### src/rtl/tap_rec_pkg.sv
// tap_rec_pkg: tape definitions shared by the recorder and the player
// Contents:
//   ST_*      FSM state encodings
//   CL_*      half-period class codes
//   DEF_*     default pulse thresholds (ticks) and last tape-store address
//   classify  maps a measured half-period to its class
package tap_rec_pkg;

    localparam logic [2:0] ST_IDLE  = 3'd0;
    localparam logic [2:0] ST_PILOT = 3'd1;
    localparam logic [2:0] ST_SYNC  = 3'd2;
    localparam logic [2:0] ST_DATA  = 3'd3;
    localparam logic [2:0] ST_CLOSE = 3'd4;

    localparam logic [1:0] CL_SHORT = 2'd0;
    localparam logic [1:0] CL_LONG  = 2'd1;
    localparam logic [1:0] CL_PILOT = 2'd2;
    localparam logic [1:0] CL_BAD   = 2'd3;

    localparam int unsigned DEF_T_MIN     = 300;
    localparam int unsigned DEF_T_MID     = 1280;
    localparam int unsigned DEF_T_PILOT   = 1940;
    localparam int unsigned DEF_T_MAX     = 2600;
    localparam int unsigned DEF_PILOT_MIN = 256;
    localparam logic [16:0] DEF_MEM_TOP   = 17'h1FFFF;

    function automatic logic [1:0] classify(input logic [15:0] h, input logic [15:0] t_min,
                                            input logic [15:0] t_mid, input logic [15:0] t_pilot,
                                            input logic [15:0] t_max);
        return (h < t_min) ? CL_BAD : (h < t_mid) ? CL_SHORT : (h < t_pilot) ? CL_LONG :
               (h < t_max) ? CL_PILOT : CL_BAD;
    endfunction

endpackage

### src/rtl/tap_rec_pulse.sv
// tap_rec_pulse: MIC synchroniser, edge detector, half-period timer and classifier
// Ports:
//   clock, reset  clock and asynchronous active-high reset
//   tick          T-state enable; the half-period timer counts these
//   mic           raw MIC level
//   flip          one-cycle strobe on each synchronised MIC edge
//   cls           class of the half-period closed by flip (valid with flip)
//   tmo           one-cycle strobe when the timer reaches T_MAX without an edge
module tap_rec_pulse
    import tap_rec_pkg::*;
#(
    parameter int unsigned T_MIN   = DEF_T_MIN,
    parameter int unsigned T_MID   = DEF_T_MID,
    parameter int unsigned T_PILOT = DEF_T_PILOT,
    parameter int unsigned T_MAX   = DEF_T_MAX
) (
    input  logic       clock,
    input  logic       reset,
    input  logic       tick,
    input  logic       mic,
    output logic       flip,
    output logic [1:0] cls,
    output logic       tmo
);

    logic [2:0]  sync;
    logic [15:0] h;

    assign flip = sync[2] ^ sync[1];
    assign cls  = classify(h, 16'(T_MIN), 16'(T_MID), 16'(T_PILOT), 16'(T_MAX));
    // an edge in the same tick suppresses the timeout
    assign tmo  = !flip && tick && h == 16'(T_MAX - 1);

    always_ff @(posedge clock or posedge reset) begin
        if (reset) begin
            sync <= '0;
            h    <= '0;
        end else begin
            sync <= {sync[1:0], mic};
            // the tick coinciding with the edge already belongs to the new half
            h    <= flip ? {15'd0, tick} : (tick && h < 16'(T_MAX)) ? h + 16'd1 : h;
        end
    end

endmodule

### src/rtl/tap_rec.sv
// tap_rec: MIC tape recorder; decodes ROM SAVE pulses and writes .TAP blocks to the tape store
// Ports:
//   clock, reset  clock and asynchronous active-high reset
//   tick          T-state enable for all pulse timing
//   arm           recording enable
//   mic           raw MIC level from the port FE latch
//   wr_req        write request, held with wr_addr/wr_data until the wr_ack cycle
//   wr_ack        one-cycle write acknowledge
//   wr_addr       tape-store write address
//   wr_data       tape-store write data
//   busy          FSM not idle
//   blocks        number of closed blocks (wraps)
//   rec_end       next free address
//   err           sticky: pulse mismatch, overrun or store full
module tap_rec
    import tap_rec_pkg::*;
#(
    parameter int unsigned T_MIN     = DEF_T_MIN,
    parameter int unsigned T_MID     = DEF_T_MID,
    parameter int unsigned T_PILOT   = DEF_T_PILOT,
    parameter int unsigned T_MAX     = DEF_T_MAX,
    parameter int unsigned PILOT_MIN = DEF_PILOT_MIN,
    parameter logic [16:0] MEM_TOP   = DEF_MEM_TOP
) (
    input  logic        clock,
    input  logic        reset,
    input  logic        tick,
    input  logic        arm,
    input  logic        mic,
    output logic        wr_req,
    input  logic        wr_ack,
    output logic [16:0] wr_addr,
    output logic [7:0]  wr_data,
    output logic        busy,
    output logic [7:0]  blocks,
    output logic [16:0] rec_end,
    output logic        err
);

    // one extra bit so the pointer can sit just past MEM_TOP without wrapping
    localparam logic [17:0] TOP = {1'b0, MEM_TOP};

    logic        flip, tmo, ph, full, wr_is_data;
    logic [1:0]  cls, first_cls, cph;
    logic [2:0]  state, bitcnt;
    logic [15:0] pcnt, nbytes;
    logic [17:0] wr_ptr;
    logic [16:0] blk_start;
    logic [6:0]  shreg;
    logic [7:0]  byte_val;

    assign byte_val = {shreg, cls == CL_LONG};
    assign busy     = state != ST_IDLE;

    tap_rec_pulse #(
        .T_MIN  (T_MIN),
        .T_MID  (T_MID),
        .T_PILOT(T_PILOT),
        .T_MAX  (T_MAX)
    ) pulse (
        .clock(clock),
        .reset(reset),
        .tick (tick),
        .mic  (mic),
        .flip (flip),
        .cls  (cls),
        .tmo  (tmo)
    );

    always_ff @(posedge clock or posedge reset) begin
        if (reset) begin
            state      <= ST_IDLE;
            pcnt       <= '0;
            ph         <= 1'b0;
            first_cls  <= CL_SHORT;
            shreg      <= '0;
            bitcnt     <= '0;
            wr_ptr     <= '0;
            blk_start  <= '0;
            nbytes     <= '0;
            cph        <= '0;
            full       <= 1'b0;
            wr_req     <= 1'b0;
            wr_addr    <= '0;
            wr_data    <= '0;
            wr_is_data <= 1'b0;
            blocks     <= '0;
            rec_end    <= '0;
            err        <= 1'b0;
        end else begin
            if (wr_req && wr_ack) begin
                wr_req <= 1'b0;
                if (wr_is_data) rec_end <= wr_addr + 17'd1;
            end
            case (state)
                ST_IDLE: if (!full && arm && flip && cls == CL_PILOT) begin
                    state <= ST_PILOT;
                    pcnt  <= 16'd1;
                end
                ST_PILOT: if (!arm) state <= ST_IDLE;
                else if (flip) begin
                    if (cls == CL_PILOT) pcnt <= pcnt + {15'd0, pcnt != 16'hFFFF};
                    else state <= (cls == CL_SHORT && pcnt >= 16'(PILOT_MIN)) ? ST_SYNC : ST_IDLE;
                end
                ST_SYNC: if (!arm || (flip && cls != CL_SHORT)) state <= ST_IDLE;
                else if (flip) begin
                    blk_start <= wr_ptr[16:0];
                    nbytes    <= '0;
                    bitcnt    <= '0;
                    ph        <= 1'b0;
                    cph       <= '0;
                    // no room for the length slot: close an empty block and lock up
                    if (wr_ptr + 18'd1 > TOP) begin
                        err   <= 1'b1;
                        full  <= 1'b1;
                        state <= ST_CLOSE;
                    end else begin
                        wr_ptr <= wr_ptr + 18'd2;
                        state  <= ST_DATA;
                    end
                end
                ST_DATA: if (flip) begin
                    if ((cls != CL_SHORT && cls != CL_LONG) || (ph && cls != first_cls)) begin
                        err   <= 1'b1;
                        state <= ST_CLOSE;
                    end else if (!ph) begin
                        first_cls <= cls;
                        ph        <= 1'b1;
                    end else begin
                        ph     <= 1'b0;
                        shreg  <= byte_val[6:0];
                        bitcnt <= bitcnt + 3'd1;
                        if (bitcnt == 3'd7) begin
                            if (wr_ptr > TOP) begin
                                err   <= 1'b1;
                                full  <= 1'b1;
                                state <= ST_CLOSE;
                            end else if (wr_req) err <= 1'b1;
                            else begin
                                wr_req     <= 1'b1;
                                wr_addr    <= wr_ptr[16:0];
                                wr_data    <= byte_val;
                                wr_is_data <= 1'b1;
                                wr_ptr     <= wr_ptr + 18'd1;
                                nbytes     <= nbytes + 16'd1;
                            end
                        end
                    end
                end else if (tmo || !arm) state <= ST_CLOSE;
                // cph walks: length low byte, length high byte, then finish once the store is free
                ST_CLOSE: if (nbytes == 16'd0) begin
                    wr_ptr <= {1'b0, blk_start};
                    state  <= ST_IDLE;
                end else if (!wr_req) begin
                    cph <= cph + 2'd1;
                    if (cph == 2'd2) begin
                        blocks  <= blocks + 8'd1;
                        rec_end <= wr_ptr[16:0];
                        state   <= ST_IDLE;
                    end else begin
                        wr_req     <= 1'b1;
                        wr_addr    <= (cph == 2'd0) ? blk_start : blk_start + 17'd1;
                        wr_data    <= (cph == 2'd0) ? nbytes[7:0] : nbytes[15:8];
                        wr_is_data <= 1'b0;
                    end
                end
                default: state <= ST_IDLE;
            endcase
        end
    end

endmodule

### config.mk
export PLATFORM = sky130hd
export DESIGN_NAME = tap_rec
export DESIGN_NICKNAME = d
export VERILOG_FILES = /design/src/rtl/tap_rec_pkg.sv /design/src/rtl/tap_rec_pulse.sv /design/src/rtl/tap_rec.sv
export SDC_FILE = /design/constraint.sdc
export NUM_CORES = 1
export LEC_CHECK = 0
export BUFFER_PORTS_ARGS = -buffer_cell sky130_fd_sc_hd__clkbuf_2
export CORE_MARGIN = 4
export CORE_UTILIZATION = 30
export CTS_BUF_LIST = sky130_fd_sc_hd__clkbuf_4
export CTS_CLUSTER_SIZE = 30
export DETAILED_ROUTE_END_ITERATION = 16
export PLACE_DENSITY = 0.46
export SYNTH_ARGS = -nofsm -noshare
export SYNTH_HDL_FRONTEND = slang
export SYNTH_SLANG_ARGS = --single-unit
### constraint.sdc
create_clock -name clock -period 7.58 [get_ports clock]
set_clock_uncertainty 0.05 [all_clocks]
set_input_delay 1.516 -clock clock [delete_from_list [all_inputs] [get_ports clock]]
set_output_delay 1.516 -clock clock [all_outputs]
set_load 0.02 [all_outputs]
==> results.md <==
- Row generation in the floorplan step produced between 60 and 70 rows.
- The die area is 32700 sq um.
- The net count of the finished layout is ~1100.
- The relative max-transition margin is 0.238.
- Counting the buffers created by CTS gives 17.
- The CTS tree is yes.
- The flow ran to the end, and the final reports show no timing, DRC or antenna violations.
- The total setup violations reported at the end of the flow is 0.
- The tightest hold margin is 0.337 ns.
- At the worst endpoint, the required time is between 8 and 9 ns.
- Of the synthesized area, sequential elements account for 0.442.
- After technology mapping, the gate count stands at 1028.
- Synthesis inferred 158 register bits.
- The count of nets left with antenna violations after detail routing is 0.
- The unique cell type count in the Yosys netlist is 81.
- The total power is between 1 and 1.5 mW.
- The first global-routing pass estimated 39500 microns of wire.
- The total of warnings raised by yosys is 0.
- Of the available clock period, the critical path in the final layout requires 0.460.
- In the final layout, the share of cells above drive strength 1 is 0.133.
- For this design the total switching power over the nets is approximately 0.41 mW.
- The number of levels in the clock H-tree is 4.
- The total track usage is 0.146.
- The top flip-flop cell by instance count after synthesis is sky130_fd_sc_hd__dfrtp_1.
- The clock insertion delay at the later pin of the skew report is between 0.5 and 0.6 ns.
- No sink is reached through more buffers than the 2 on the longest clock path.
- Summed over all layers, the global routing overflow is 0.
- Measured on the finished design, the core utilization comes to 0.340.
- The summed instance area of the synthesized netlist is 8950 sq um.
- The number of antenna violations at the first check in global routing is 1.
- The synthesized-area fraction occupied by and/or/nand/nor cells is 0.242.
- The number of I/O pins is just under 60.
- After clock tree synthesis, the setup repair step added 0 buffers.
- For the pin with the worst max-slew slack, the measured transition is 1.14 ns.
- Of the total power, the share spent switching nets is 0.284.
- The die is 181 microns wide.
- Subtracting the final worst setup slack from the clock period gives ~3.5 ns.
- The average cell area after synthesis is between 8 and 9 sq um.
- The via count of the first global-routing pass came to 7200.
- The area share of xor/xnor cells in the synthesized design is 0.0675.
- Of the total power, combinational logic draws 0.024.
- The class of the worst hold path is flop to flop.
- The worst ir drop on vdd is between 0.09 and 0.1 mV.
- Summed over all nets, the half-perimeter wirelength after detailed placement is between 15000 and 20000 microns.
- The number of max-cap violations is 0.
- Setup repair after global routing left no endpoint under its margin.
- The worst setup path category is flop to flop.
- The slowest cell on the critical path is sky130_fd_sc_hd__nor3_1.
- Once placement completed, the tool counted placed cells totaling around 1400.
- Summing over every cut layer, the via total after detailed routing is around 7300.
- The synthesized-area fraction occupied by ao, oa, aoi and oai cells is 0.159.
- Leaving out fill and tap cells, the most frequent cell in the layout is sky130_fd_sc_hd__dfrtp_1.
- The delay of the slowest cell on the worst path is approximately 0.67 ns.
- The weighted congestion at the end of routability-driven global placement is between 0.8 and 0.9.
- The final hold violation count is 0.
- The placed standard-cell area is about 9600 sq um.
- The maximum fanout along the worst path is 31.
- The area growth from synthesis to layout is 10.5%.
- The non-filler instance count after layout is 1455.
- The first-iteration detailed-routing DRC count is 450.
- The maximum achievable frequency is roughly 0.29 GHz.
- In this run, synthesis inferred 0 flip-flops with an integrated enable.
- The endpoint kind of the worst setup timing path is a flop.
- The detailed-route DRC error count is 0.
- The portion of synthesized area spent on multiplexers is 0.0312.
- For this design the static power due to leakage is around 4.3 nW.
- Before CTS, the worst setup slack after placement is between 4 and 5 ns.
- The main combinational cell family by area after synthesis is simple AND/OR/NAND/NOR gates.
- The count of hold buffers inserted by post-cts repair is 0.
- In this run the standard cell core region covers 29100 sq um.
- The data arrival time of the worst path is just under 4 ns.
- The share of synthesized registers carrying an async set or reset is 1.00.
- The clock net in this run drives a total of ~160 sinks.
- The finished cells cover approximately 9900 sq um.
- The cell chosen for the clock root is sky130_fd_sc_hd__clkbuf_4.
- The final count of pins violating max slew is 0.
- Dividing the detail-routed via count by the number of cells gives 5.03.
- The signal on the critical path passes through nor2b_1 > nand2_1 > nor3_1 > nor2_1 > o21ai_1 > o21ai_2 > or4_1 > nand3_1.
- After layout, the worst setup slack is a little over 4 ns.
- The adder-cell area share of the yosys netlist is 0.0210.
- Once the clock tree was built, the resizer swapped 0 gates to a different size.
- Power spread over the standard cell area amounts to between 100 and 150 nW/um^2.
- From bottom edge to top edge, the die measures approximately 180 microns.
- The number of input and output port buffers inserted is slightly below 60.
- The summed negative setup slack over all endpoints is 0 ns.
- The portion of total power attributed to sequential cells is 0.585.
- The routed wire length is 23300 microns.
- The initial utilization of the core area, before any placement, comes to 0.308.
- Entering global routing, the biggest net connects approximately 90 pins.
- The clock slew at the register clock pins of the worst setup and hold paths is 0.16 ns.
- The internal power component is roughly 1.0 mW.
- The clock network fraction of total power is 0.392.
- The number of nets handed over by synthesis was approximately 1000.
- The number of detailed-route iterations in the first pass is 5.
- In the final routed layout, each cell accounts on average for 16.0 microns.
- STA classifies the critical path startpoint as a flop.
- In the layout the commonest cells are sky130_fd_sc_hd__dfrtp_1 (158), sky130_fd_sc_hd__nand2_1 (153), sky130_fd_sc_hd__nor2_1 (116), sky130_fd_sc_hd__o21ai_0 (96), sky130_fd_sc_hd__a21oi_1 (61).
[worst max-delay path, delay by kind of cell, from the launching register on]
| family | cells | cell delay [ns] |
|---|---|---|
| AND/OR/NAND/NOR | 6 | 2.43 |
| flip-flops | 1 | 0.48 |
| AO/OA/AOI/OAI | 2 | 0.48 |
[layer usage]
metal	track usage	part of all wire
met2	0.227	0.45
met1	0.210	0.50
met3	0.0288	0.035
met5	0	0
met4	0.0324	0.0096
[cell type report]
type / count / area, sq um
antenna: 1 / 2.50
clock buffer: 17 / 128
clock inverter: 15 / 190
fill: 3065 / 19200
inverter: 24 / 95.1
multi-input combinational: 788 / 4670
sequential: 158 / 3950
tap: 384 / 480
timing repair buffer: 68 / 365
[cell usage after synthesis, types with 3 or more instances]
cell                         n  area, sq um
sky130_fd_sc_hd__a21o_1      4         30.0
sky130_fd_sc_hd__a21oi_1    61          305
sky130_fd_sc_hd__a221oi_1    5         43.8
sky130_fd_sc_hd__a31o_2      3         26.3
sky130_fd_sc_hd__a31oi_1     5         31.3
sky130_fd_sc_hd__a32oi_1     4         35.0
sky130_fd_sc_hd__and2_1     13         81.3
sky130_fd_sc_hd__and3_1     19          119
sky130_fd_sc_hd__and4_1      3         26.3
sky130_fd_sc_hd__buf_1       3         11.3
sky130_fd_sc_hd__buf_2      10         50.1
sky130_fd_sc_hd__clkbuf_1   40          150
sky130_fd_sc_hd__clkbuf_2    3         15.0
sky130_fd_sc_hd__dfrtp_1   158         3950
sky130_fd_sc_hd__ha_1       15          188
sky130_fd_sc_hd__inv_1      23         86.3
sky130_fd_sc_hd__mux2_2      9          101
sky130_fd_sc_hd__mux2i_1    14          140
sky130_fd_sc_hd__nand2_1   154          578
sky130_fd_sc_hd__nand2b_1    5         31.3
sky130_fd_sc_hd__nand3_1    45          225
sky130_fd_sc_hd__nand4_1    19          119
sky130_fd_sc_hd__nor2_1    116          435
sky130_fd_sc_hd__nor2b_1     7         43.8
sky130_fd_sc_hd__nor3_1     13         65.1
sky130_fd_sc_hd__nor3_2      4         40.0
sky130_fd_sc_hd__nor4_1     11         68.8
sky130_fd_sc_hd__o211ai_1    4         30.0
sky130_fd_sc_hd__o21a_1      5         37.5
sky130_fd_sc_hd__o21ai_0    96          480
sky130_fd_sc_hd__o21ai_1     7         35.0
sky130_fd_sc_hd__o31ai_1     5         37.5
sky130_fd_sc_hd__or3_1      17          106
sky130_fd_sc_hd__xnor2_1    33          289
sky130_fd_sc_hd__xor2_1     36          315
[registers in the layout, summed over array words and instances (netlist names), 7 cells and up]
name / cells
rec_end: 17
blk_start: 17
wr_addr: 17
blocks: 8
wr_data: 8
nbytes: 16
pulse.h: 16
pcnt: 16
wr_ptr: 18
shreg: 7
[worst paths after layout]
check / from / end / cells past startpoint / slack, ns
min in group asynchronous: reset / pcnt[10] / 2 / 1.03
max: state[1] / wr_ptr[5] / 8 / 4.09
max in group asynchronous: reset / wr_ptr[3] / 3 / 5.04
max reg2reg: state[1] / wr_ptr[5] / 8 / 4.09
min: pulse.sync[0] / pulse.sync[1] / 0 / 0.34
min reg2reg: pulse.sync[0] / pulse.sync[1] / 0 / 0.34
[kinds of logic (layout without fill, tap and decap cells)]
| family | after synthesis | in the layout |
|---|---|---|
| and+or+nand+nor | 448 | 448 |
| other | 0 | 1 |
| AOI/OAI and AO/OA | 230 | 230 |
| DFF | 158 | 158 |
| buffers and inverters | 82 | 124 |
| adders and majority gates | 15 | 15 |
| xor gates and xnor gates | 69 | 69 |
| muxes | 26 | 26 |
[power groups by stage]
stage	clock, mW	combinational (mW)	sequential, mW
4_1_cts	0.599	0.0369	0.850
3_3_place_gp	0	0.0368	0.865
3_5_place_dp	0	0.0367	0.865
2_1_floorplan	0	0.0231	0.864
6_report	0.569	0.0343	0.849
5_1_grt	0.635	0.0409	0.850
(Power assumes the default switching activity.)
